$ cat src/rtl/pipe_pkg.sv
// -----------------------------------------------------------------------------
// pipe_pkg
// Shared definitions for the five-stage pipeline hazard controller:
//   - forwarding select codes (FWD_RF / FWD_EXMEM / FWD_MEMWB)
//   - stage-record struct used for the EX, MEM and WB scoreboard entries
//   - REG_ZERO, the hard-wired zero register that never creates a hazard
// Record rw fields are REC_AW_MAX bits wide. Narrower register addresses are
// zero-extended into them, so the top supports REG_AW up to REC_AW_MAX.
// -----------------------------------------------------------------------------
package pipe_pkg;

   localparam int REC_AW_MAX = 8;

   localparam logic [1:0] FWD_RF    = 2'b00;
   localparam logic [1:0] FWD_EXMEM = 2'b01;
   localparam logic [1:0] FWD_MEMWB = 2'b10;

   localparam logic [REC_AW_MAX-1:0] REG_ZERO = 8'd0;

   typedef struct packed {
      logic                  valid;
      logic [REC_AW_MAX-1:0] rw;
      logic                  regwr;
      logic                  memtoreg;
   } stage_rec_t;

   localparam stage_rec_t REC_EMPTY = '{valid: 1'b0, rw: 8'd0, regwr: 1'b0, memtoreg: 1'b0};

   // A record can only be a hazard or forwarding source if it really writes a
   // non-zero register.
   function automatic logic rec_is_writer(input stage_rec_t rec);
      return rec.valid & rec.regwr & (rec.rw != REG_ZERO);
   endfunction

endpackage

$ cat src/rtl/pipe_hazard_ctrl_src_match.sv
// -----------------------------------------------------------------------------
// src_match
// Compares one (zero-extended) ID source register against one stage record.
// Ports:
//   src   in  REC_AW_MAX  source register number
//   used  in  1           the source is actually read
//   rec   in  stage_rec_t stage record to compare against
//   hit   out 1           record is a writer of this source
// -----------------------------------------------------------------------------
module src_match
   import pipe_pkg::*;
(
   input  logic [REC_AW_MAX-1:0] src,
   input  logic                  used,
   input  stage_rec_t            rec,
   output logic                  hit
);

   assign hit = used & rec_is_writer(rec) & (rec.rw == src);

endmodule

$ cat src/rtl/pipe_hazard_ctrl.sv
// -----------------------------------------------------------------------------
// pipe_hazard_ctrl
// Hazard and sequencing controller for a five-stage IF/ID/EX/MEM/WB pipeline.
// Keeps a destination scoreboard for EX, MEM and WB, produces PC / IF-ID
// enables, flushes and load-use stalls, and registered forwarding selects
// aligned with the instruction entering EX.
// Ports:
//   clk, rst_n        clock, asynchronous active-low reset
//   id_valid          ID holds a real instruction
//   id_src            N_SRC source registers, source s at [s*REG_AW +: REG_AW]
//   id_src_used       per-source "is read" flags
//   id_rw/id_regwr    ID destination and write enable
//   id_memtoreg       ID instruction is a load
//   br_taken          branch in EX resolved taken (qualified by EX valid)
//   mem_wait          data memory not ready, freeze the whole pipe
//   pc_en, ifid_en    PC / IF-ID load enables (combinational)
//   ifid_flush        IF/ID loads a bubble (combinational)
//   ex_bubble         ID/EX loads a bubble (combinational)
//   fwd_sel           per-source EX operand select, 2 bits per source
//   ex/mem/wb_valid   stage occupancy
//   wb_rw, wb_regwr   WB destination and valid-qualified write enable
//   stall_cnt         load-use stall cycles   (only with PIPE_PERF_CNT_EN)
//   flush_cnt         taken-branch flushes    (only with PIPE_PERF_CNT_EN)
// Optional feature macro: PIPE_PERF_CNT_EN adds saturating perf counters.
// -----------------------------------------------------------------------------
module pipe_hazard_ctrl
   import pipe_pkg::*;
#(
   parameter int REG_AW = 5,
   parameter int N_SRC  = 2
)(
   input  logic                    clk,
   input  logic                    rst_n,
   input  logic                    id_valid,
   input  logic [N_SRC*REG_AW-1:0] id_src,
   input  logic [N_SRC-1:0]        id_src_used,
   input  logic [REG_AW-1:0]       id_rw,
   input  logic                    id_regwr,
   input  logic                    id_memtoreg,
   input  logic                    br_taken,
   input  logic                    mem_wait,
   output logic                    pc_en,
   output logic                    ifid_en,
   output logic                    ifid_flush,
   output logic                    ex_bubble,
   output logic [2*N_SRC-1:0]      fwd_sel,
   output logic                    ex_valid,
   output logic                    mem_valid,
   output logic                    wb_valid,
   output logic [REG_AW-1:0]       wb_rw,
   output logic                    wb_regwr
`ifdef PIPE_PERF_CNT_EN
   ,
   output logic [31:0]             stall_cnt,
   output logic [31:0]             flush_cnt
`endif
);

   stage_rec_t ex_r;
   stage_rec_t mem_r;
   stage_rec_t wb_r;
   stage_rec_t id_rec_s;

   logic [N_SRC-1:0]   hit_ex_s;
   logic [N_SRC-1:0]   hit_mem_s;
   logic [N_SRC-1:0]   hit_lu_s;
   logic [2*N_SRC-1:0] fwd_next_s;

   logic tb_s;
   logic lu_s;
   logic squash_s;
   logic pc_en_s;
   logic ifid_en_s;
   logic ifid_flush_s;
   logic ex_bubble_s;
   logic unused_wb_bits;

   assign id_rec_s = '{valid: id_valid, rw: REC_AW_MAX'(id_rw), regwr: id_regwr, memtoreg: id_memtoreg};

   // Per-source matchers: EX and MEM for forwarding, EX again for load-use.
   for (genvar s = 0; s < N_SRC; s++) begin : g_src
      logic [REC_AW_MAX-1:0] src_ext;
      assign src_ext = REC_AW_MAX'(id_src[s*REG_AW +: REG_AW]);

      src_match u_fwd_ex  (.src(src_ext), .used(id_src_used[s]), .rec(ex_r),  .hit(hit_ex_s[s]));
      src_match u_fwd_mem (.src(src_ext), .used(id_src_used[s]), .rec(mem_r), .hit(hit_mem_s[s]));
      src_match u_lu      (.src(src_ext), .used(id_src_used[s]), .rec(ex_r),  .hit(hit_lu_s[s]));
   end

   assign tb_s     = br_taken & ex_r.valid;
   assign lu_s     = id_valid & ex_r.memtoreg & (|hit_lu_s);
   assign squash_s = tb_s | lu_s;

   // Forwarding selects for the instruction about to enter EX; the nearest
   // producer (EX) wins over MEM. A WB hit needs no forward: the register
   // file is write-through.
   always_comb begin
      fwd_next_s = '0;
      for (int s = 0; s < N_SRC; s++) begin
         if (hit_ex_s[s]) begin
            fwd_next_s[2*s +: 2] = FWD_EXMEM;
         end else if (hit_mem_s[s]) begin
            fwd_next_s[2*s +: 2] = FWD_MEMWB;
         end else begin
            fwd_next_s[2*s +: 2] = FWD_RF;
         end
      end
   end

   // Pipeline control with priority mem_wait > taken branch > load-use > normal.
   always_comb begin
      pc_en_s      = 1'b0;
      ifid_en_s    = 1'b0;
      ifid_flush_s = 1'b0;
      ex_bubble_s  = 1'b0;
      if (mem_wait) begin
         pc_en_s      = 1'b0;
         ifid_en_s    = 1'b0;
      end else if (tb_s) begin
         pc_en_s      = 1'b1;
         ifid_en_s    = 1'b1;
         ifid_flush_s = 1'b1;
         ex_bubble_s  = 1'b1;
      end else if (lu_s) begin
         ex_bubble_s  = 1'b1;
      end else begin
         pc_en_s      = 1'b1;
         ifid_en_s    = 1'b1;
      end
   end

   // Enables are forced low while reset is held.
   assign pc_en      = pc_en_s      & rst_n;
   assign ifid_en    = ifid_en_s    & rst_n;
   assign ifid_flush = ifid_flush_s & rst_n;
   assign ex_bubble  = ex_bubble_s  & rst_n;

   // Scoreboard shift and forwarding-select register; frozen during mem_wait.
   always_ff @(posedge clk or negedge rst_n) begin
      if (!rst_n) begin
         ex_r    <= REC_EMPTY;
         mem_r   <= REC_EMPTY;
         wb_r    <= REC_EMPTY;
         fwd_sel <= '0;
      end else if (mem_wait) begin
         ex_r    <= ex_r;
         mem_r   <= mem_r;
         wb_r    <= wb_r;
         fwd_sel <= fwd_sel;
      end else begin
         wb_r  <= mem_r;
         mem_r <= ex_r;
         if (squash_s) begin
            ex_r    <= REC_EMPTY;
            fwd_sel <= '0;
         end else begin
            ex_r    <= id_rec_s;
            fwd_sel <= fwd_next_s;
         end
      end
   end

   assign ex_valid       = ex_r.valid;
   assign mem_valid      = mem_r.valid;
   assign wb_valid       = wb_r.valid;
   assign wb_rw          = wb_r.rw[REG_AW-1:0];
   assign wb_regwr       = wb_r.valid & wb_r.regwr;
   assign unused_wb_bits = ^{wb_r.memtoreg, wb_r.rw};

`ifdef PIPE_PERF_CNT_EN
   // Saturating counters of load-use stall cycles and taken-branch flushes.
   always_ff @(posedge clk or negedge rst_n) begin
      if (!rst_n) begin
         stall_cnt <= 32'd0;
         flush_cnt <= 32'd0;
      end else begin
         if (!mem_wait && !tb_s && lu_s && (stall_cnt != 32'hFFFF_FFFF)) begin
            stall_cnt <= stall_cnt + 32'd1;
         end else begin
            stall_cnt <= stall_cnt;
         end
         if (!mem_wait && tb_s && (flush_cnt != 32'hFFFF_FFFF)) begin
            flush_cnt <= flush_cnt + 32'd1;
         end else begin
            flush_cnt <= flush_cnt;
         end
      end
   end
`endif

endmodule

$ cat config.mk
export PLATFORM = sky130hd
export DESIGN_NAME = pipe_hazard_ctrl
export DESIGN_NICKNAME = d
export VERILOG_FILES = /design/src/rtl/pipe_pkg.sv /design/src/rtl/pipe_hazard_ctrl_src_match.sv /design/src/rtl/pipe_hazard_ctrl.sv
export SDC_FILE = /design/constraint.sdc
export NUM_CORES = 1
export LEC_CHECK = 0
export CAP_MARGIN = 30
export CORE_MARGIN = 2
export CORE_UTILIZATION = 49
export CTS_BUF_LIST = sky130_fd_sc_hd__clkbuf_4 sky130_fd_sc_hd__clkbuf_8
export CTS_CLUSTER_DIAMETER = 30
export DETAILED_ROUTE_END_ITERATION = 8
export PLACE_DENSITY = 0.82
export REMOVE_ABC_BUFFERS = 1
export SLEW_MARGIN = 0
export SYNTH_ARGS = -nofsm -noshare
export SYNTH_HDL_FRONTEND = slang
export SYNTH_SLANG_ARGS = --single-unit
$ cat constraint.sdc
create_clock -name clk -period 2.4 [get_ports clk]
set_input_delay 0.48 -clock clk [delete_from_list [all_inputs] [get_ports clk]]
set_output_delay 0.48 -clock clk [all_outputs]
set_load 0.01 [all_outputs]
======== Yosys cells after proc, flatten, opt, wreduce, memory -nomap -nowiden ========
Cells that the tools add are included.
operators by class
  equality and inequality tests ........... 4
  multiplexer cells ....................... 14
  bitwise gates (word level) .............. 20
  reduce and logical (&&, ||, !) cells .... 3
operators by type and width
  operator            count
  $eq A8 B5 Y1        4
  $and A1 B1 Y1       19
  $reduce_bool A8 Y1  2
  $mux W11            1
  $mux W1             8
  $mux W2             4
  $mux W4             1
  $reduce_or A2 Y1    1
  $or A1 B1 Y1        1
storage, ports and cells
  flip-flop bits (word level) ............. 32
  input port bits ......................... 24
  output and inout port bits .............. 17

======== Depth between registers and ports, before layout ========
  depth after elaboration ................. 10
  gate-level depth with buffers ........... 6
  mapped depth without buffers ............ 5

======== By module ========
A second synthesis with hierarchy kept.
unflattened totals
  cells, all modules ...................... 182
  area total of the unflattened synthesis .. 1954.4 µm²
by module, submodules not included
  module            instances  cells each  area each (µm²)
  pipe_hazard_ctrl  1          98          1248.7
  src_match         6          14          117.6

======== Least setup slack after synthesis ========
OpenSTA, ideal clock, no wires.
  path type ............................... register to output
  from .................................... register ex_r[3] in the netlist's numbering
  to ...................................... output port pc_en
  arrival ................................. 1738 ps
  required time ........................... 1920 ps
  path slack .............................. 182 ps
  stages on the path, launching flop included .. 7
  buffers on the path ..................... 1
  cell sequence ........................... dfrtp_1 > or4_1 > o211a_1 > nand3_2 > a21oi_4 > a21oi_2 > buf_4
on the way
  cells in the longest elaborated chain, start to end .. 10
  elaborated cells between the ends (all ways) .. 14
  classes of those cells .................. 2 x eq/ne; 3 x mux; 7 x bitwise; 2 x reduce/logical
ends and longest elaborated chain
  what                        RTL line                          source
  start: declaration          pipe_hazard_ctrl.sv:59            stage_rec_t ex_r;
  start signal: assignment    pipe_hazard_ctrl.sv:146           ex_r <= ex_r;
  start signal: assignment    pipe_hazard_ctrl.sv:157           ex_r <= id_rec_s;
  $reduce_bool A8 Y1          pipe_pkg.sv:32                    return rec.valid & rec.regwr & (rec.rw != REG_ZERO);
  $and A1 B1 Y1               pipe_pkg.sv:32
  $and A1 B1 Y1 (2 in a row)  pipe_hazard_ctrl_src_match.sv:19  assign hit = used & rec_is_writer(rec) & (rec.rw == src);
  $reduce_or A2 Y1 *          pipe_hazard_ctrl.sv:91            assign lu_s = id_valid & ex_r.memtoreg & (|hit_lu_s);
  $and A1 B1 Y1 *             pipe_hazard_ctrl.sv:91
  $mux W1 * (3 in a row)      n/a
  $and A1 B1 Y1 *             n/a
  end: declaration            pipe_hazard_ctrl.sv:42            output logic pc_en,
Mark *: on every way between the ends. The rest lies on a longest branch, timed or not.

======== Worst setup path after layout ========
  from .................................... register ex_r[4] in the netlist's numbering
  to ...................................... output port pc_en
on the way
  cells in the longest elaborated chain, start to end .. 10
  elaborated cells between the ends (all ways) .. 14
  classes of those cells .................. 2 x eq/ne; 3 x mux; 7 x bitwise; 2 x reduce/logical
ends and longest elaborated chain
  what                        RTL line                          source
  $reduce_bool A8 Y1          pipe_pkg.sv:32
  $and A1 B1 Y1               pipe_pkg.sv:32
  $and A1 B1 Y1 (2 in a row)  pipe_hazard_ctrl_src_match.sv:19
  $reduce_or A2 Y1 *          pipe_hazard_ctrl.sv:91
  $and A1 B1 Y1 *             pipe_hazard_ctrl.sv:91
  $mux W1 *                   pipe_hazard_ctrl.sv:124           end else if (lu_s) begin
  $mux W1 *                   pipe_hazard_ctrl.sv:119           end else if (tb_s) begin
  $mux W1 *                   pipe_hazard_ctrl.sv:116           if (mem_wait) begin
  $and A1 B1 Y1 *             pipe_hazard_ctrl.sv:133           assign pc_en = pc_en_s & rst_n;
Marks and branches as above.

==> out/qor.log <==
[logic_synthesis] Mapped Cells 132
[sta] final critical-path required period 2.54 ns
[global_route] remaining global-route overflow 0
[die] effective utilization at floorplan 0.515
[min_path] worst hold path cell count 2
[logic_synthesis] Netlist cell types 29
[worst_setup_path] Worst Path Required 1.92 ns
[die] y dimension of the die 57.8 um
[placed_design] global placement routability congestion 0.856
[logic_synthesis] number of synthesized flops with an enable pin 0
[logic_synthesis] flip-flop and latch count after synthesis 26
[sta] worst clock skew on the final layout 0.0147 ns
[route] highest layer used for signal routing met4
[sta] total setup violations reported at the end of the flow 3
[global_route] via count of the first global-routing pass 1221
[placed_design] number of port buffers 40
[die] placement row count 19
[global_route] wire length of the first global-routing pass 5.69 mm
[worst_setup_path] arrival time worst endpoint 2.06 ns
[worst_setup_path] endpoint type of the worst setup path output pin
[die] number of top-level design ports 41
[placed_design] DP Cell Count 213
[route] first-pass iteration count of the detailed router 4
[route] Via-to-Cell Ratio 5.47
[logic_synthesis] most frequently used flop master after synthesis sky130_fd_sc_hd__dfrtp_1
[power] maximum vdd ir drop 0.524 mV
[sta] final number of max-transition violations 0
[die] die footprint 3340 um^2
[status] status complete, but fails checks
[clock_tree] CTS tree built
[logic_synthesis] part of the Yosys area used for sequential elements 0.458
[clock_tree] Clock Sinks 26
[sta] worst-margin pin slew 0.362 ns
[route] total via count in the routed design 1226
[global_route] overall fraction of global-route tracks in use 0.221
[sta] unrepaired setup endpoints after global routing yes
[final_layout] Layout Nets 218
[clock_tree] buffer type at the clock tree root sky130_fd_sc_hd__clkbuf_4
[worst_setup_path] Worst path max stage delay 0.57 ns
[route] initial detailed-routing violation count 27
[power] Power Dens Cells 532 nW/um^2
[worst_setup_path] category of the worst setup path launch point register
[final_layout] Synth-to-Final Area Change 43.4%
[placed_design] dpl hpwl 2.44 mm
[global_route] antenna violations before repair 0
[route] routed length per instance 15.3 um
[placed_design] placed standard-cell area 1950 um^2
[route] Final ANT Viol Nets 0
[logic_synthesis] async set-or-reset flop fraction in the synthesized netlist 1.00
[worst_setup_path] biggest fanout along the worst timing path 3
[clock_tree] clock transition at the register clock pins on the worst setup and hold paths after CTS 0.15 ns
[final_layout] Final Non-Filler Cells 224
[final_layout] diode count 0
[job] max-cap check violation count 0
[clock_tree] H-tree depth 1
[min_path] terminating pin of the worst hold path fwd_sel[1]
[route] routed length on met3 117 um
[route] DRC errors left 0
[clock_tree] worst-case clock buffer depth 2
[route] total length of routed met2 wires 1.77 mm
[global_route] largest net degree at the start of global routing 37
[final_layout] final standard cell area without fillers 2040 um^2
[sta] Highest Clock Rate 394 MHz
[worst_setup_path] critical path type reg -> out
[status] violated checks setup timing
[min_path] source of the worst hold timing path fwd_sel[1]
[final_layout] fraction of layout cells with a size suffix above 1 0.290
[sta] setup total negative slack -0.389 ns
[worst_setup_path] slowest library cell on the worst path sky130_fd_sc_hd__or4_1
[worst_setup_path] ordered list of cells on the worst path or4_1, o211a_1, nand3_2, a21oi_4, a21oi_2, buf_2
[worst_setup_path] count of buffering cells on the critical path with inverters included 1
[die] area of the core 2760 um^2
[worst_setup_path] Crit path depth 6
[worst_setup_path] register-to-register setup slack 0.45 ns
[route] total wire length after detailed routing 3.43 mm
[worst_setup_path] category of cells accounting for the largest share of critical-path delay simple AND/OR/NAND/NOR gates
[power] P_leak 0.911 nW
[min_path] path type of the worst min-delay path reg -> reg
[worst_setup_path] R2R Path End ex_r[5]
[sta] post-route worst setup slack -0.138 ns
[sta] max-slew headroom at the worst pin 0.759
[sta] Hold Violations, Final 0
[worst_setup_path] launch point of the worst reg-to-reg path ex_r[4]
[die] horizontal die dimension 57.8 um
[clock_tree] CTS buffer count 3
[worst_setup_path] R2R depth 7
[logic_synthesis] Mapped Area 1420 um^2
[clock_tree] clock latency reported for the late side of the worst-skew pair 0.33 ns
[sta] worst slack on hold paths 0.493 ns
[logic_synthesis] total number of yosys warnings 0
[route] met1 wire length 1.46 mm
[sta] final worst-path cycle share 1.06
[logic_synthesis] Avg Inst Size Synth 10.8 um^2
worst min-delay path, delay by kind of cell (launching register included):
family	cells	cell delay (ns)
flip-flops	1	0.37
AND/OR/NAND/NOR	2	0.11
metal layers:
metal  track usage  vias up
li1              -      585
met1         0.280      595
met2         0.378       36
met3        0.0357       10
met4        0.0864        0
met5             0        -
flip-flops by register name, indices dropped and copies added, names as in the netlist:
| signal | cells |
|---|---|
| ex_r | 7 |
| ex_valid | 1 |
| fwd_sel | 4 |
| mem_r | 6 |
| mem_valid | 1 |
| wb_r | 1 |
| wb_rw | 5 |
| wb_valid | 1 |
cell usage after synthesis (2+ instances only):
library cell | instances | area [um^2]
sky130_fd_sc_hd__o21ai_1 | 6 | 30.0
sky130_fd_sc_hd__xor2_1 | 16 | 140
sky130_fd_sc_hd__xnor2_1 | 4 | 35.0
sky130_fd_sc_hd__or4_1 | 2 | 15.0
sky130_fd_sc_hd__and4_1 | 2 | 17.5
sky130_fd_sc_hd__dfrtp_1 | 26 | 651
sky130_fd_sc_hd__o221ai_1 | 2 | 17.5
sky130_fd_sc_hd__nor4_1 | 4 | 25.0
sky130_fd_sc_hd__nand2_1 | 18 | 67.6
sky130_fd_sc_hd__buf_4 | 6 | 45.0
sky130_fd_sc_hd__clkbuf_1 | 4 | 15.0
sky130_fd_sc_hd__a21oi_1 | 3 | 15.0
sky130_fd_sc_hd__o31ai_1 | 2 | 15.0
sky130_fd_sc_hd__nand3_1 | 3 | 15.0
sky130_fd_sc_hd__nand3b_1 | 7 | 52.6
sky130_fd_sc_hd__mux2_2 | 14 | 158
cells in the final DEF, fill, tap and decap left out:
cell	count
sky130_fd_sc_hd__a21o_2	1
sky130_fd_sc_hd__a21oi_1	3
sky130_fd_sc_hd__a21oi_2	1
sky130_fd_sc_hd__a21oi_4	1
sky130_fd_sc_hd__and2_1	1
sky130_fd_sc_hd__and4_1	2
sky130_fd_sc_hd__buf_2	3
sky130_fd_sc_hd__buf_4	25
sky130_fd_sc_hd__buf_6	3
sky130_fd_sc_hd__clkbuf_4	3
sky130_fd_sc_hd__clkbuf_8	1
sky130_fd_sc_hd__clkdlybuf4s50_1	30
sky130_fd_sc_hd__dfrtp_1	25
sky130_fd_sc_hd__dfrtp_2	1
sky130_fd_sc_hd__dlygate4sd2_1	7
sky130_fd_sc_hd__mux2_2	14
sky130_fd_sc_hd__nand2_1	18
sky130_fd_sc_hd__nand2b_1	1
sky130_fd_sc_hd__nand3_1	3
sky130_fd_sc_hd__nand3_2	1
sky130_fd_sc_hd__nand3b_1	7
sky130_fd_sc_hd__nor2_1	1
sky130_fd_sc_hd__nor4_1	3
sky130_fd_sc_hd__nor4_2	1
sky130_fd_sc_hd__o2111a_1	1
sky130_fd_sc_hd__o211a_1	1
sky130_fd_sc_hd__o211ai_1	1
sky130_fd_sc_hd__o21ai_0	1
sky130_fd_sc_hd__o21ai_1	6
sky130_fd_sc_hd__o21ai_2	1
sky130_fd_sc_hd__o221ai_1	2
sky130_fd_sc_hd__o31ai_1	2
sky130_fd_sc_hd__or4_1	2
sky130_fd_sc_hd__xnor2_1	4
sky130_fd_sc_hd__xor2_1	16
worst max-delay path by stage:
stage          slack (ns)      start   endpoint
2_1_floorplan        0.28    ex_r[3]    ifid_en
3_3_place_gp        -0.52  id_src[6]  ex_bubble
3_5_place_dp        -0.59  id_src[6]  ex_bubble
4_1_cts              -0.1    ex_r[4]      pc_en
5_1_grt             -0.22    ex_r[4]      pc_en
6_report            -0.14    ex_r[4]      pc_en
timing repair:
action	CTS	global route
hold buffers	0	0
buffers inserted	4	3
pin swaps	6	0
resized for setup	23	1
endpoints found under the setup margin	3	3
cells by family after synthesis:
logic type | after synthesis | share of synthesized area
DFF | 26 | 0.458
muxes | 14 | 0.111
xor gates and xnor gates | 20 | 0.123
and+or+nand+nor | 40 | 0.154
AOI/OAI and AO/OA | 21 | 0.108
buffers and inverters | 11 | 0.0449
report_power, final:
| part | total (mW) | switching (mW) | internal (mW) |
|---|---|---|---|
| registers | 0.546 | 0.0545 | 0.492 |
| logic | 0.315 | 0.128 | 0.187 |
| clock network | 0.223 | 0.130 | 0.0929 |
per-stage QoR:
stage / util / power [mW] / setup slack [ns]
after global placement: 0.708 / 0.842 / -0.521
after detailed placement: 0.708 / 0.856 / -0.587
final: 0.739 / 1.08 / -0.138
after CTS: 0.728 / 1.08 / -0.0963
after global routing: 0.739 / 1.15 / -0.219
after floorplan: - / 0.672 / 0.277
final cells by class:
type                            count  area, um^2
Clock buffer                        4        36.3
Fill cell                         204         721
Multi-Input combinational cell     95         712
Sequential cell                    26         652
Tap cell                           31        38.8
Timing Repair Buffer               68         598
Note: power is estimated with default switching activity, not from simulation.
